## config.mk

```make
export PLATFORM = sky130hd
export DESIGN_NAME = alu_cmd_responder
export DESIGN_NICKNAME = d
export VERILOG_FILES = /design/src/rtl/alu_pkg.sv /design/src/rtl/alu_rsp_fifo.sv /design/src/rtl/alu_cmd_responder.sv
export SDC_FILE = /design/constraint.sdc
export NUM_CORES = 1
export LEC_CHECK = 0
export ABC_AREA = 1
export BUFFER_PORTS_ARGS = -buffer_cell sky130_fd_sc_hd__buf_2
export CORE_UTILIZATION = 60
export CTS_CLUSTER_DIAMETER = 80
export DETAILED_ROUTE_END_ITERATION = 7
export GPL_TIMING_DRIVEN = 0
export PLACE_DENSITY_LB_ADDON = 0.2
export SYNTH_ARGS = -nofsm -noshare
export SYNTH_HDL_FRONTEND = slang
export SYNTH_SLANG_ARGS = --single-unit
```

## constraint.sdc

```tcl
create_clock -name clk -period 3.4 [get_ports clk]
set_input_delay 0.68 -clock clk [delete_from_list [all_inputs] [get_ports clk]]
set_output_delay 0.68 -clock clk [all_outputs]
set_load 0.02 [all_outputs]
```

## src/rtl/alu_pkg.sv

```systemverilog
// Shared ALU types: opcode enum, flag struct and opcode width.
package alu_pkg;

  localparam int unsigned OP_W = 3;

  typedef enum logic [OP_W-1:0] {
    OP_ADD = 3'b000,
    OP_SUB = 3'b001,
    OP_AND = 3'b010,
    OP_OR  = 3'b011,
    OP_XOR = 3'b100,
    OP_NOT = 3'b101,
    OP_SHL = 3'b110,
    OP_SHR = 3'b111
  } op_t;

  typedef struct packed {
    logic zero;
    logic carry;
  } alu_flags_t;

endpackage

```

## src/rtl/alu_rsp_fifo.sv

```systemverilog
// Synchronous response FIFO; head entry is presented on pop_data while not empty.
module alu_rsp_fifo #(
  parameter int unsigned DW    = 6,
  parameter int unsigned DEPTH = 2
) (
  input  logic                     clk,
  input  logic                     rst,
  input  logic                     push,
  input  logic [DW-1:0]            push_data,
  input  logic                     pop,
  output logic [DW-1:0]            pop_data,
  output logic                     full,
  output logic                     empty,
  output logic [$clog2(DEPTH):0]   count
);

  localparam int unsigned PTR_W = $clog2(DEPTH);
  localparam int unsigned CNT_W = PTR_W + 1;

  logic [DW-1:0]    mem [DEPTH];
  logic [PTR_W-1:0] wr_ptr;
  logic [PTR_W-1:0] rd_ptr;
  logic             pop_ok;
  logic             push_ok;

  assign full     = (count == CNT_W'(DEPTH));
  assign empty    = (count == '0);
  assign pop_ok   = pop & ~empty;
  // A full FIFO may still take a push when the head leaves in the same cycle.
  assign push_ok  = push & (~full | pop_ok);
  assign pop_data = mem[rd_ptr];

  // Storage, pointers (natural wrap at power-of-2 depth) and occupancy count.
  always_ff @(posedge clk or posedge rst) begin
    if (rst) begin
      for (int i = 0; i < int'(DEPTH); i++) mem[i] <= '0;
      wr_ptr <= '0;
      rd_ptr <= '0;
      count  <= '0;
    end else begin
      if (push_ok) begin
        mem[wr_ptr] <= push_data;
        wr_ptr      <= wr_ptr + PTR_W'(1);
      end
      if (pop_ok) rd_ptr <= rd_ptr + PTR_W'(1);
      case ({push_ok, pop_ok})
        2'b10:   count <= count + CNT_W'(1);
        2'b01:   count <= count - CNT_W'(1);
        default: count <= count;
      endcase
    end
  end

endmodule

```

## src/rtl/alu_cmd_responder.sv

```systemverilog
// ALU command responder: one-entry exec stage feeding an in-order response FIFO.
// Optional build macro ALU_RSP_TAG_EN adds cmd_tag/rsp_tag that travel with each command.
module alu_cmd_responder
  import alu_pkg::*;
#(
  parameter int unsigned WIDTH     = 4,
  parameter int unsigned RSP_DEPTH = 2,
  parameter int unsigned TAG_W     = 2
) (
  input  logic             clk,
  input  logic             rst,
  input  logic             cmd_valid,
  output logic             cmd_ready,
  input  logic [WIDTH-1:0] cmd_a,
  input  logic [WIDTH-1:0] cmd_b,
  input  logic [OP_W-1:0]  cmd_op,
  output logic             rsp_valid,
  input  logic             rsp_ready,
  output logic [WIDTH-1:0] rsp_result,
  output logic             rsp_zero,
  output logic             rsp_carry
`ifdef ALU_RSP_TAG_EN
  ,
  input  logic [TAG_W-1:0] cmd_tag,
  output logic [TAG_W-1:0] rsp_tag
`endif
);

`ifdef ALU_RSP_TAG_EN
  localparam int unsigned TAG_BITS = TAG_W;
`else
  // Tag field compiled out; width collapses to zero.
  localparam int unsigned TAG_BITS = TAG_W - TAG_W;
`endif
  localparam int unsigned DW    = WIDTH + 2 + TAG_BITS;
  localparam int unsigned CNT_W = $clog2(RSP_DEPTH) + 1;

  logic             exec_valid;
  logic [WIDTH-1:0] exec_a;
  logic [WIDTH-1:0] exec_b;
  op_t              exec_op;
  logic             accept;

  logic [WIDTH:0]   alu_wide;
  logic [WIDTH-1:0] alu_result;
  alu_flags_t       alu_flags;

  logic [DW-1:0]    fifo_wdata;
  logic [DW-1:0]    fifo_rdata;
  logic             fifo_full;
  logic             fifo_empty;
  logic [CNT_W-1:0] fifo_count;
  alu_flags_t       rsp_flags;

  assign accept = cmd_valid & cmd_ready;
  // Room check from registered state only: the exec entry will claim one FIFO slot.
  assign cmd_ready = exec_valid ? (fifo_count < CNT_W'(RSP_DEPTH - 1)) : ~fifo_full;

  // Exec stage: latch operands on accept; it always drains into the FIFO next edge.
  always_ff @(posedge clk or posedge rst) begin
    if (rst) begin
      exec_valid <= 1'b0;
      exec_a     <= '0;
      exec_b     <= '0;
      exec_op    <= OP_ADD;
    end else begin
      exec_valid <= accept;
      if (accept) begin
        exec_a  <= cmd_a;
        exec_b  <= cmd_b;
        exec_op <= op_t'(cmd_op);
      end
    end
  end

`ifdef ALU_RSP_TAG_EN
  logic [TAG_W-1:0] exec_tag;

  // Tag rides alongside the exec operands.
  always_ff @(posedge clk or posedge rst) begin
    if (rst)         exec_tag <= '0;
    else if (accept) exec_tag <= cmd_tag;
  end

  assign fifo_wdata = {exec_tag, alu_result, alu_flags};
  assign {rsp_tag, rsp_result, rsp_flags} = fifo_rdata;
`else
  assign fifo_wdata = {alu_result, alu_flags};
  assign {rsp_result, rsp_flags} = fifo_rdata;
`endif

  // ALU: arithmetic at WIDTH+1 bits so bit WIDTH is the carry / borrow.
  always_comb begin
    alu_wide        = '0;
    alu_result      = '0;
    alu_flags       = '0;
    case (exec_op)
      OP_ADD: begin
        alu_wide        = {1'b0, exec_a} + {1'b0, exec_b};
        alu_result      = alu_wide[WIDTH-1:0];
        alu_flags.carry = alu_wide[WIDTH];
      end
      OP_SUB: begin
        alu_wide        = {1'b0, exec_a} - {1'b0, exec_b};
        alu_result      = alu_wide[WIDTH-1:0];
        alu_flags.carry = alu_wide[WIDTH];
      end
      OP_AND:  alu_result = exec_a & exec_b;
      OP_OR:   alu_result = exec_a | exec_b;
      OP_XOR:  alu_result = exec_a ^ exec_b;
      OP_NOT:  alu_result = ~exec_a;
      OP_SHL:  alu_result = exec_a << 1;
      OP_SHR:  alu_result = exec_a >> 1;
      default: alu_result = '0;
    endcase
    alu_flags.zero = (alu_result == '0);
  end

  alu_rsp_fifo #(
    .DW    (DW),
    .DEPTH (RSP_DEPTH)
  ) u_rsp_fifo (
    .clk       (clk),
    .rst       (rst),
    .push      (exec_valid),
    .push_data (fifo_wdata),
    .pop       (rsp_valid & rsp_ready),
    .pop_data  (fifo_rdata),
    .full      (fifo_full),
    .empty     (fifo_empty),
    .count     (fifo_count)
  );

  assign rsp_valid = ~fifo_empty;
  assign rsp_zero  = rsp_flags.zero;
  assign rsp_carry = rsp_flags.carry;

endmodule

```

; ---- Yosys cells after proc, flatten, opt, wreduce, memory -nomap -nowiden
; Index checks and enable logic that the tools add are counted.
[totals]
ff_bits = 28
latch_bits = 0
mem_bits_rw = 0
mem_bits_ro = 0
in_bits = 15
out_inout_bits = 8
wordCells = 57
n_memories = 0
[classes]
add_sub_neg = 6
n_mul = 0
div_mod_pow = 0
n_lt_le_gt_ge = 4
n_eq_ne = 10
shift = 0
mux = 10
bitwise = 13
n_reduce_logical = 5
[ops]
columns = cell, count
row1 = $pmux 4 s8, 1
row2 = $mux 6, 4
row3 = $bwmux 12, 1
row4 = $eq 3x3->1 const B, 4
row5 = $demux 6 s1, 1
row6 = $eq 3x2->1 const B, 2
row7 = $add 4x4->5, 1
row8 = $sub 4x4->5, 1
row9 = $and 1x1->1, 4
row10 = $and 4x4->4, 1
row11 = $eq 2x2->1 const B, 2
row12 = $ge 2x2->1 const B, 2
row13 = $logic_not 4->1, 1
row14 = $lt 2x1->1 const B, 2
row15 = $not 1->2, 2
row16 = $not 4->4, 1
row17 = $or 4x4->4, 1
row18 = $pmux 2 s2, 1
row19 = $xor 4x4->4, 1
row20 = $eq 3x1->1 const B, 1
row21 = $logic_not 3->1, 1
row22 = $add 1x1->1 const B, 2
row23 = $add 2x1->2 const B, 1
row24 = $eq 2x1->1 const B, 1
row25 = other kinds (8), 9

; ---- Logic depth before layout (Yosys ltp)
[logic_depth]
ltp_word = 8
mapped_depth = 12
mapped_depth_nobuf = 11

; ---- Cells and area by module
; Synthesis repeated with hierarchy kept, for this count alone.
[hier_totals]
cells_unflattened = 262
area_unflattened_um2 = 1881.8
[modules_own_cells]
columns = mod, instances, cells_each, area_per_inst_um2
row1 = alu_cmd_responder, 1, 168, 1112.3
row2 = alu_rsp_fifo, 1, 94, 769.5

; ---- Least setup slack after synthesis
; No wires, ideal clock.
[synth_timing]
path_type = register to register
start = register exec_a[0]
end = register u_rsp_fifo.mem[7] (netlist name)
arrival_ns = 1.667
required_time_ns = 3.335
slack_ns = 1.668
stages_incl_launch_ff = 12
n_path_buf = 0
synth_period_minus_slack_ns = 1.732
cell_sequence = dfrtp_1 -> inv_1 -> ha_1 -> fa_1 -> inv_1 -> nand4_1 -> nand2_1 -> nor2_1 -> nand3_1 -> nor2_1 -> nand4_1 -> nand2_1
[synth_between]
elab_chain_cells = 4
elab_cells_between_ends = 9
[synth_lines]
columns = item, line
row1 = from (decl), alu_cmd_responder.sv:39  ; logic [WIDTH-1:0] exec_a;
row2 = from (signal assigned), alu_cmd_responder.sv:69  ; exec_a <= cmd_a;
row3 = $sub 4x4->5 (tied with other cells), alu_cmd_responder.sv:104  ; alu_wide = {1'b0, exec_a} - {1'b0, exec_b};
row4 = $pmux 4 s8 (*), alu_cmd_responder.sv:97  ; case (exec_op)
row5 = $logic_not 4->1 (*), alu_cmd_responder.sv:116  ; alu_flags.zero = (alu_result == '0);
row6 = $bwmux 12 (*), alu_rsp_fifo.sv:42  ; mem[wr_ptr] <= push_data;
row7 = "to (signal, indexed assignment)", alu_rsp_fifo.sv:42
row8 = to (decl), alu_rsp_fifo.sv:20  ; logic [DW-1:0] mem [DEPTH];
; Mark *: on every way between the ends. The rest lies on a longest branch, timed or not.
; A chain may end at the register's enable or synchronous reset.

; ---- Worst setup path in the final report
[layout_timing]
start = register u_rsp_fifo.rd_ptr
end = output rsp_zero
[layout_between]
elab_chain_cells = 4
[layout_lines]
columns = item, line
row1 = from (decl), alu_rsp_fifo.sv:22  ; logic [PTR_W-1:0] rd_ptr;
row2 = from (signal assigned), alu_rsp_fifo.sv:45  ; if (pop_ok) rd_ptr <= rd_ptr + PTR_W'(1);
row3 = $not 1->2 (implied by the code), alu_rsp_fifo.sv:31  ; assign pop_data = mem[rd_ptr];
row4 = $mux 6 (implied by the code) (3 in a row), alu_rsp_fifo.sv:31
row5 = to (decl), alu_cmd_responder.sv:20  ; output logic rsp_zero,
; Every way passes these cells. The select of a mux whose other input is x is not followed.

==> key figures <==
STA
  • Final period demand of the worst path: 2.09 ns
  • RSZ-0062 raised after global routing: false
  • Endpoints failing hold: 0
  • Period utilization: 61.6%
  • Worst Tran Pin Value: roughly 1.1 ns
  • Final slew viol count: 0
  • Relative slew slack: approximately 30%
  • # setup viols final: 0
  • Setup TNS Final: 0 ns
  • FMAX: about 480 MHz
  • Clock skew: between 0.001 and 0.0015 ns

Cells and area
  • Non-filler cells, final: around 300
  • Commonest non-fill, non-tap cell in the layout: nand2_1
  • Layout area overhead: 11.2%
  • Final nets: 301
  • Layout cells sized above 1: around an eighth
  • Commonest cells after routing, fill and taps aside: 76 x nand2_1, 34 x inv_1, 28 x o21ai_0, 28 x dfrtp_1, 25 x buf_2
  • Ant. Diodes: 0

Global route
  • First-pass GRT wire length: around 6.4 mm
  • Largest net degree at the start of global routing: 29
  • Congestion Overflow GR: 0
  • Vias in the first global route: approximately 1500
  • GRT Overall Usage: 25.5%
  • Antenna violations before repair: 0

Clock tree
  • TritonCTS clock tree: yes
  • # hold bufs at CTS: 0
  • Clk slew on worst S/H paths: 0.15 ns
  • H-tree lvl count: 1
  • Number of setup buffers added after CTS: 0
  • CTS max path bufs: 2
  • Sink Count: 28
  • CTS root buf: clkbuf_4
  • Total CTS buffers: 3
  • Worst-skew pair later-pin latency: roughly 0.33 ns
  • Resized cells post-CTS: 0

Synth
  • Syn Nets: between 200 and 300
  • Most area-hungry cell type in the Yosys netlist: dfrtp_1
  • Post-synth top area share: between 30% and 40%
  • Sequential fraction of the synthesis area: 39.1%
  • Synth Instances: 242
  • Yosys warns: 0
  • Seq cells post-synth: 28
  • Synth Cell Area: 0.00179 sq mm
  • Top cells by area, synth: dfrtp_1 39%, nand2_1 16%, ha_1 10%
  • Synth unique cells: 21
  • Post-synthesis average cell area: 7.40 sq um

Pwr
  • Pwr dens: ~1000 mW/mm^2
  • Static leakage: ~1.1 nW
  • Peak supply drop: 762 uV

Hold path
  • Hold Crit Start: u_rsp_fifo.count[0]
  • WHS Path Cells: 1
  • Hold crit path type: flip-flop to flip-flop
  • Worst-case hold path end point: u_rsp_fifo.count[0]

Setup path
  • Reg2Reg Depth: 11
  • R2r endpoint: u_rsp_fifo.mem[1]
  • Worst setup path start: u_rsp_fifo.rd_ptr
  • Crit path launch type: flip-flop
  • Maximum fanout along the worst path: 10
  • Critical path type: flip-flop to primary output
  • FF-to-FF Start: exec_a[0]
  • Slowest library cell on the worst path: dfrtp_1
  • Max incr delay on CP: approximately 0.35 ns
  • R2r setup slk: 1.36 ns
  • Crit path required time: 2.72 ns
  • Crit path arrival time: ~1.4 ns
  • Top cell by count, worst path: nand2_1
  • Crit. End Element: primary output
  • CP Cell Sequence: clkbuf_1 > inv_1 > nand2_1 > nand2_1 > buf_2

Route
  • Drt wl/cell: approximately 12 microns
  • M1 wire length: approximately 1.6 mm
  • Routed met2 length: 1.73 mm
  • Top sig layer: met4
  • Starting DRT DRC Count: 90
  • Remaining DRCs: 0
  • Drt pass-1 iters: 4
  • Met3 Routed Length: roughly 200 microns
  • Final wirelength: about 3.6 mm
  • Vias per inst: 5.36
  • Routed Antenna Nets: 0
  • Vias: between 1500 and 2000

Floorplan
  • Die Wd: roughly 57 microns
  • Std cell rows: 19
  • Die Height: 56.6 microns
  • DIE AREA: around 0.0032 sq mm
  • Num ports: 23
  • Starting Density: 64.4%
  • Total core area: about 0.0028 sq mm

Place
  • Dpl hpwl: about 2.7 mm
  • Routability-driven placement congestion ratio: between 0.9 and 1
  • IO buf count: 22
  • DP Cell Count: just under 300

Run
  • Max_cap viols: 0

Run status
  • Status: completed
[cell families after synthesis]
group / Yosys count / synth area share (%)
AND/OR/NAND/NOR: 119 / 27.4
buffers and inverters: 40 / 9.22
adder cells (fa/ha/maj): 17 / 12.7
XOR/XNOR: 4 / 1.96
AO/OA/AOI/OAI: 34 / 9.64
flip-flops: 28 / 39.1
[state kept, by name, summed over array words and instances (netlist names)]
| name | cells |
|---|---|
| exec_a | 4 |
| exec_b | 4 |
| exec_op | 3 |
| exec_valid | 1 |
| u_rsp_fifo.count | 2 |
| u_rsp_fifo.mem | 12 |
| u_rsp_fifo.rd_ptr | 1 |
| u_rsp_fifo.wr_ptr | 1 |
[stage by stage]
step	worst slack (ns)	utilization [%]	instance area, sq um	total power [W]	hold slack (ns)
3_3_place_gp	1.49	69.8	1940	0.00179	0.462
2_1_floorplan	1.67	-	1790	0.00152	0.446
4_1_cts	1.27	71.7	1990	0.00205	0.488
6_report	1.31	71.7	1990	0.00205	0.483
3_5_place_dp	1.42	69.8	1940	0.00182	0.464
5_1_grt	1.13	71.7	1990	0.00228	0.514
[worst max path at each step]
stage	endpoint
after floorplan	u_rsp_fifo.mem[7]
after global placement	u_rsp_fifo.mem[7]
after detailed placement	u_rsp_fifo.mem[1]
after CTS	rsp_zero
after global routing	u_rsp_fifo.mem[1]
final	rsp_zero
[area by class of cell]
class	instances	area [sq um]
clock buffers	3	22.5
clock inverters	1	30.0
flip-flops and latches	28	701
repair buffers	22	110
multi-input cells	174	926
inverters	34	128
well taps	31	38.8
fillers	248	788
plain buffers	6	37.5
[per-layer routing]
metal  up-vias  track usage [%]
met1       728             34.2
li1        812                -
met3         9             3.69
met5         -                0
met4         0             9.41
met2        55             42.0
[critical path: cells and delay by family, from the launching register on]
kind                   cells  cell delay (ns)
DFF                        1             0.35
buffers and inverters      3             0.61
and+or+nand+nor            2             0.13
[cell usage after synthesis]
cell type,instances
nor3b_1,1
o31ai_1,1
nor3_1,1
clkbuf_1,1
buf_6,1
ha_1,15
buf_2,3
xnor2_1,3
fa_1,2
nand3_1,15
a21oi_1,5
nor2_1,18
o21ai_0,28
xor2_1,1
dfrtp_1,28
or2_0,1
nor2_2,1
buf_4,1
nand2_1,76
nand4_1,6
inv_1,34
[where the power goes]
group / internal (W) / switching (W)
Combinational: 0.000434 / 0.000818
Clock: 0.000119 / 0.000101
Sequential: 0.000484 / 0.0000970
Total: 0.00104 / 0.00102
Note: power is estimated with default switching activity, not from simulation.
